## config.mk

```make
export PLATFORM = sky130hd
export DESIGN_NAME = feedforward_mul_pipe_mac
export DESIGN_NICKNAME = d
export VERILOG_FILES = /design/src/rtl/feedforward_mul_pkg.sv /design/src/rtl/feedforward_sat_acc.sv /design/src/rtl/feedforward_mul_pipe_mac.sv
export SDC_FILE = /design/constraint.sdc
export NUM_CORES = 1
export LEC_CHECK = 0
export BUFFER_PORTS_ARGS = -buffer_cell sky130_fd_sc_hd__buf_2
export CAP_MARGIN = 15
export CORE_ASPECT_RATIO = 0.7
export CORE_UTILIZATION = 43
export CTS_CLUSTER_SIZE = 40
export DETAILED_ROUTE_END_ITERATION = 8
export GPL_TIMING_DRIVEN = 0
export PLACE_DENSITY_LB_ADDON = 0.1
export SETUP_SLACK_MARGIN = 0.3
export SLEW_MARGIN = 20
export SYNTH_ARGS = -nofsm -noshare
export SYNTH_HDL_FRONTEND = slang
export SYNTH_SLANG_ARGS = --single-unit
```

## constraint.sdc

```tcl
create_clock -name clk -period 10.6 [get_ports clk]
set_input_delay 0.53 -clock clk [delete_from_list [all_inputs] [get_ports clk]]
set_output_delay 0.53 -clock clk [all_outputs]
set_load 0.1 [all_outputs]
```

## src/rtl/feedforward_mul_pkg.sv

```systemverilog
// Shared widths, limits and helpers for the feedforward multiply/accumulate datapath.
package feedforward_mul_pkg;

    localparam int MIN_STAGES = 2;
    localparam int LIM_W      = 128;

    function automatic int ext_w(input int w);
        return w + 1;
    endfunction

    function automatic int full_w(input int aw, input int bw);
        return aw + bw + 2;
    endfunction

    function automatic logic signed [LIM_W-1:0] smax(input int w);
        logic signed [LIM_W-1:0] one;
        one = LIM_W'(1);
        return (one <<< (w - 1)) - one;
    endfunction

    function automatic logic signed [LIM_W-1:0] smin(input int w);
        logic signed [LIM_W-1:0] one;
        one = LIM_W'(1);
        return -(one <<< (w - 1));
    endfunction

endpackage

```

## src/rtl/feedforward_sat_acc.sv

```systemverilog
// Saturating signed accumulator with clear and a sticky saturation flag.
module feedforward_sat_acc
    import feedforward_mul_pkg::*;
#(
    parameter int P_W   = 39,
    parameter int ACC_W = 48
) (
    input  logic                    clk,
    input  logic                    reset,
    input  logic                    ce,
    input  logic                    in_valid,
    input  logic                    clr,
    input  logic signed [P_W-1:0]   p,
    output logic signed [ACC_W-1:0] acc,
    output logic                    acc_valid,
    output logic                    acc_sat
);

    localparam logic signed [ACC_W-1:0] ACC_MAX = ACC_W'(smax(ACC_W));
    localparam logic signed [ACC_W-1:0] ACC_MIN = ACC_W'(smin(ACC_W));

    logic signed [ACC_W-1:0] p_ext;
    logic        [ACC_W:0]   sum;
    logic                    pos_ovf;
    logic                    neg_ovf;
    logic signed [ACC_W-1:0] sum_sat;

    assign p_ext   = ACC_W'(p);
    assign sum     = {acc[ACC_W-1], acc} + {p_ext[ACC_W-1], p_ext};
    assign pos_ovf = ~sum[ACC_W] &  sum[ACC_W-1];
    assign neg_ovf =  sum[ACC_W] & ~sum[ACC_W-1];

    // Clamp the one-bit-wider sum back into the accumulator range.
    always_comb begin
        sum_sat = sum[ACC_W-1:0];
        if (pos_ovf) begin
            sum_sat = ACC_MAX;
        end else if (neg_ovf) begin
            sum_sat = ACC_MIN;
        end
    end

    // Load on a clear-tagged product, otherwise add with saturation; the flag is sticky until cleared.
    always_ff @(posedge clk or posedge reset) begin
        if (reset) begin
            acc       <= '0;
            acc_valid <= 1'b0;
            acc_sat   <= 1'b0;
        end else if (ce) begin
            acc_valid <= in_valid;
            if (in_valid) begin
                if (clr) begin
                    acc     <= p_ext;
                    acc_sat <= 1'b0;
                end else begin
                    acc <= sum_sat;
                    if (pos_ovf || neg_ovf) begin
                        acc_sat <= 1'b1;
                    end
                end
            end
        end
    end

endmodule

```

## src/rtl/feedforward_mul_pipe_mac.sv

```systemverilog
// Parametrised pipelined multiplier with truncation overflow flag and saturating accumulator.
module feedforward_mul_pipe_mac
    import feedforward_mul_pkg::*;
#(
    parameter int A_W      = 7,
    parameter int B_W      = 32,
    parameter int A_SIGNED = 0,
    parameter int B_SIGNED = 1,
    parameter int P_W      = 39,
    parameter int STAGES   = 3,
    parameter int ACC_W    = 48
) (
    input  logic                    clk,
    input  logic                    reset,
    input  logic                    ce,
    input  logic                    in_valid,
    input  logic [A_W-1:0]          a,
    input  logic [B_W-1:0]          b,
    input  logic                    acc_clr,
    output logic signed [P_W-1:0]   p,
    output logic                    p_valid,
    output logic                    p_ovf,
    output logic signed [ACC_W-1:0] acc,
    output logic                    acc_valid,
    output logic                    acc_sat
);

    localparam int AX_W = ext_w(A_W);
    localparam int BX_W = ext_w(B_W);
    localparam int F    = full_w(A_W, B_W);

    if (STAGES < MIN_STAGES) begin : g_chk_stages
        $error("feedforward_mul_pipe_mac: STAGES must be at least %0d", MIN_STAGES);
    end
    if (ACC_W < P_W) begin : g_chk_acc
        $error("feedforward_mul_pipe_mac: ACC_W must be >= P_W");
    end
    if (P_W > F || P_W < 1) begin : g_chk_pw
        $error("feedforward_mul_pipe_mac: P_W must be in 1..A_W+B_W+2");
    end

    logic [A_W-1:0]         s1_a;
    logic [B_W-1:0]         s1_b;
    logic                   s1_v;
    logic                   s1_clr;
    logic signed [AX_W-1:0] a_x;
    logic signed [BX_W-1:0] b_x;
    logic signed [F-1:0]    prod_full;

    // Operand capture; data loads on every ce cycle and the valid bit marks real slots.
    always_ff @(posedge clk or posedge reset) begin
        if (reset) begin
            s1_a   <= '0;
            s1_b   <= '0;
            s1_v   <= 1'b0;
            s1_clr <= 1'b0;
        end else if (ce) begin
            s1_a   <= a;
            s1_b   <= b;
            s1_v   <= in_valid;
            s1_clr <= acc_clr & in_valid;
        end
    end

    assign a_x       = (A_SIGNED != 0) ? {s1_a[A_W-1], s1_a} : {1'b0, s1_a};
    assign b_x       = (B_SIGNED != 0) ? {s1_b[B_W-1], s1_b} : {1'b0, s1_b};
    assign prod_full = F'(a_x) * F'(b_x);

    for (genvar k = 2; k <= STAGES; k++) begin : g_stage
        logic signed [F-1:0] nxt_prod;
        logic                nxt_v;
        logic                nxt_clr;
        logic signed [F-1:0] q_prod;
        logic                q_v;
        logic                q_clr;

        if (k == 2) begin : g_mul
            assign nxt_prod = prod_full;
            assign nxt_v    = s1_v;
            assign nxt_clr  = s1_clr;
        end else begin : g_dly
            assign nxt_prod = g_stage[k-1].q_prod;
            assign nxt_v    = g_stage[k-1].q_v;
            assign nxt_clr  = g_stage[k-1].q_clr;
        end

        // Product/delay stage; the last stage only takes valid data so the outputs hold between products.
        always_ff @(posedge clk or posedge reset) begin
            if (reset) begin
                q_prod <= '0;
                q_v    <= 1'b0;
                q_clr  <= 1'b0;
            end else if (ce) begin
                q_v   <= nxt_v;
                q_clr <= nxt_clr & nxt_v;
                if ((k < STAGES) || nxt_v) begin
                    q_prod <= nxt_prod;
                end
            end
        end
    end

    logic signed [F-1:0] last_prod;
    logic                last_clr;

    assign last_prod = g_stage[STAGES].q_prod;
    assign last_clr  = g_stage[STAGES].q_clr;
    assign p_valid   = g_stage[STAGES].q_v;
    assign p         = last_prod[P_W-1:0];

    if (P_W < F) begin : g_ovf
        assign p_ovf = (last_prod[F-1:P_W] != {(F-P_W){last_prod[P_W-1]}});
    end else begin : g_no_ovf
        assign p_ovf = 1'b0;
    end

    feedforward_sat_acc #(
        .P_W   (P_W),
        .ACC_W (ACC_W)
    ) u_acc (
        .clk       (clk),
        .reset     (reset),
        .ce        (ce),
        .in_valid  (p_valid),
        .clr       (last_clr),
        .p         (p),
        .acc       (acc),
        .acc_valid (acc_valid),
        .acc_sat   (acc_sat)
    );

endmodule

```

==> results.md <==
- Outcome: finished, final reports clean
- Critical path data required time: 10950 ps
- Clk sink count: 175
- Fill cells: 3856
- Worst setup EP type: register
- Seq. cell area: 4380 sq um
- DR WL/cell: 19.0 um
- Post-synth EDFFs: 0
- Synth top area share: 24.7%
- Gr usage total: 24.5%
- Setup slack, reg-to-reg: 3870 ps
- Hpwl dp: 38700 um
- Post-layout minimum cycle time: 6730 ps
- Initial antenna violation count: 1
- Post-synthesis mux area share: 7.12%
- CP arrival: 7080 ps
- Detailed Route WL: 48400 um
- Fmax: 0.149 GHz
- Post-synthesis xor/xnor area fraction: 3.91%
- Yosys reg bits: 175
- Drt drc: 0
- Synth Net Count: 2184
- Max Cap Viol: 0
- Die Ht: 172 um
- Synth cell types: 76
- Post-synth top area cell: dfrtp_1
- Max Slew Vio Count: 0
- First-pass GRT wire length: 78300 um
- Initial Util: 44.1%
- Compound-gate portion of the synthesized area: 14.0%
- Cell count of the worst reg-to-reg path: 20
- Largest net degree at the start of global routing: 99
- Die X: 244 um
- Post-CTS setup buffers: 0
- CTS max path bufs: 2
- Async set-or-reset flop fraction in the synthesized netlist: 100%
- # rows: 61
- R2r endpoint: g_stage[2].q_prod[38]
- RSZ-0062 raised after global routing: no
- FF-to-FF Start: s1_a[4]
- DP Area: 19100 sq um
- Routability congestion estimate: 0.922
- Fin nets: 2338
- Mapped Area: 17700 sq um
- Worst rel slew slack: 30.9%
- Die area: 42000 sq um
- Core Footprint: 40100 sq um
- Iteration-0 DRC Markers: 741
- Final setup TNS: 0 ps
- Total grt overflow: 0
- Multi-input logic area: 11900 sq um
- IO Port Bufs: 134
- CTS Hold Bufs: 0
- Clock insertion delay at the later pin of the skew report: 470 ps
- Top post-synthesis cells by area: dfrtp_1, fa_1, ha_1
- Startpoint Class: register
- Post-route ant nets: 0
- Post-Synth Adder-Cell Area: 28.2%
- Layout cells sized above 1: 17.3%
- Vias per cell: 5.33
- CTS tree: done
- Slew @ Worst Pin: 1030 ps
- Area Overhead vs Synth: 11.3%
- Post-cts resize count: 0
- H-Tree Depth: 4
- CP Class: register to register
- First-pass DRT Iterations: 5
- Inserted Clock Buffers: 17
- Synthesis Warnings: 0
- Fin area: 19700 sq um
- Mapped Cells: 1842
- Reg clk slew, reported paths: 90 ps
- I/O Pins: 135
- Register area share after synthesis: 24.7%
- Syn_area_per_cell: 9.61 sq um
- Detailed-route via count: 13.6k
- Fin crit share: 63.5%
- Setup Skew: 14.4 ps
- Simple-Gate Fraction of Synth Area: 14.2%
- Main combinational cell family by area after synthesis: adder cells
- Hold WC Path Type: input pin to async pin
- Critical Path Fanout Max: 10
- Top_reg_cell synth: dfrtp_1
- Finish-stage setup viols: 0
- Final hold viol count: 0
- Vias in the first global route: 13.9k
- CTS root buf: clkbuf_16
==> worst max path at each step <==
stage | endpoint | slack [ps] | from
after floorplan | g_stage[2].nxt_clr | 5320 | reset
after global placement | s1_b[10] | 2880 | reset
after detailed placement | g_stage[2].q_prod[38] | 3950 | s1_a[4]
after CTS | g_stage[2].q_prod[38] | 3920 | s1_a[4]
after global routing | g_stage[2].q_prod[38] | 3330 | s1_a[4]
final | g_stage[2].q_prod[38] | 3870 | s1_a[4]
==> worst max-delay path: stages (launching register included) <==
cell	delay [ps]
dfrtp_1	550
clkbuf_1	620
nand2_1	170
fa_1	560
fa_1	510
inv_1	60
fa_1	530
inv_1	80
fa_1	540
inv_1	40
ha_1	320
nand4b_1	140
nand3_1	160
a31oi_1	200
o31ai_1	800
a2bb2oi_1	210
a32oi_1	430
nand2_1	100
o21ai_0	260
nor3_1	90
a211o_1	220
==> logic make-up after synthesis <==
family | after synthesis
adders and majority gates | 298
and+or+nand+nor | 473
buffers and inverters | 331
AOI/OAI and AO/OA | 374
DFF | 175
xor gates and xnor gates | 79
muxes | 112
==> flip-flops by register name, indices dropped and copies added, names as in the netlist <==
signal and count:
s1_b 32, u_acc.acc 48, s1_a 7, p_valid 1, g_stage.q_prod 80, g_stage.q_clr 2
u_acc.acc_valid 1, g_stage.nxt_clr 1, g_stage.nxt_v 1, g_stage.q_v 1, u_acc.acc_sat 1
==> Yosys cell counts, types with 12 or more instances <==
cell / number
inv_1: 217
and2_1: 205
dfrtp_1: 175
fa_1: 167
ha_1: 131
nand2_1: 117
mux2_2: 111
o21ai_0: 103
a21oi_1: 86
clkbuf_1: 71
a21o_1: 58
nor2_1: 50
xnor2_1: 42
buf_4: 39
xor2_1: 37
nand3_1: 32
nor3_1: 17
a211oi_1: 13
a31oi_1: 12
==> per-layer routing <==
metal	wire length, um	part of all wire (%)	global-route usage [%]
met5	0	0	0
met4	602	1.2	5.33
met3	2360	4.9	4.29
met2	20800	43	36.9
met1	24700	51	36.4
==> stage by stage <==
| stage | utilization [%] | hold WS, ps | instances | setup slack, ps |
|---|---|---|---|---|
| 3_5_place_dp | 47.5 | 471 | 2512 | 3950 |
| 3_3_place_gp | 47.4 | 473 | 2511 | 2880 |
| 6_report | 49.1 | 79.9 | 2547 | 3870 |
| 5_1_grt | 49.1 | 157 | 2545 | 3330 |
| 2_1_floorplan | - | 449 | 1842 | 5320 |
| 4_1_cts | 49.0 | 140 | 2544 | 3920 |
==> layout by cell type, fill, tap and decap left out, drive strengths merged, types with 89 or more instances in the layout <==
| master | synthesis | final |
|---|---|---|
| inv | 217 | 224 |
| and2 | 205 | 205 |
| buf | 41 | 176 |
| dfrtp | 175 | 175 |
| fa | 167 | 167 |
| ha | 131 | 131 |
| nand2 | 117 | 117 |
| mux2 | 111 | 111 |
| o21ai | 108 | 108 |
| a21oi | 89 | 89 |
| clkbuf | 71 | 89 |
==> cell type report <==
type	count	share of cell area (%)
Multi-Input combinational cell	1336	60.6
Sequential cell	175	22.2
Inverter	219	4.21
Timing Repair Buffer	135	3.54
Tap cell	535	3.40
Buffer	112	2.92
Clock buffer	18	2.23
Clock inverter	14	0.851
Antenna cell	3	0.0381
Power is not shown: default switching activity piles up to over one toggle a cycle in this logic, so the estimate is an artifact.
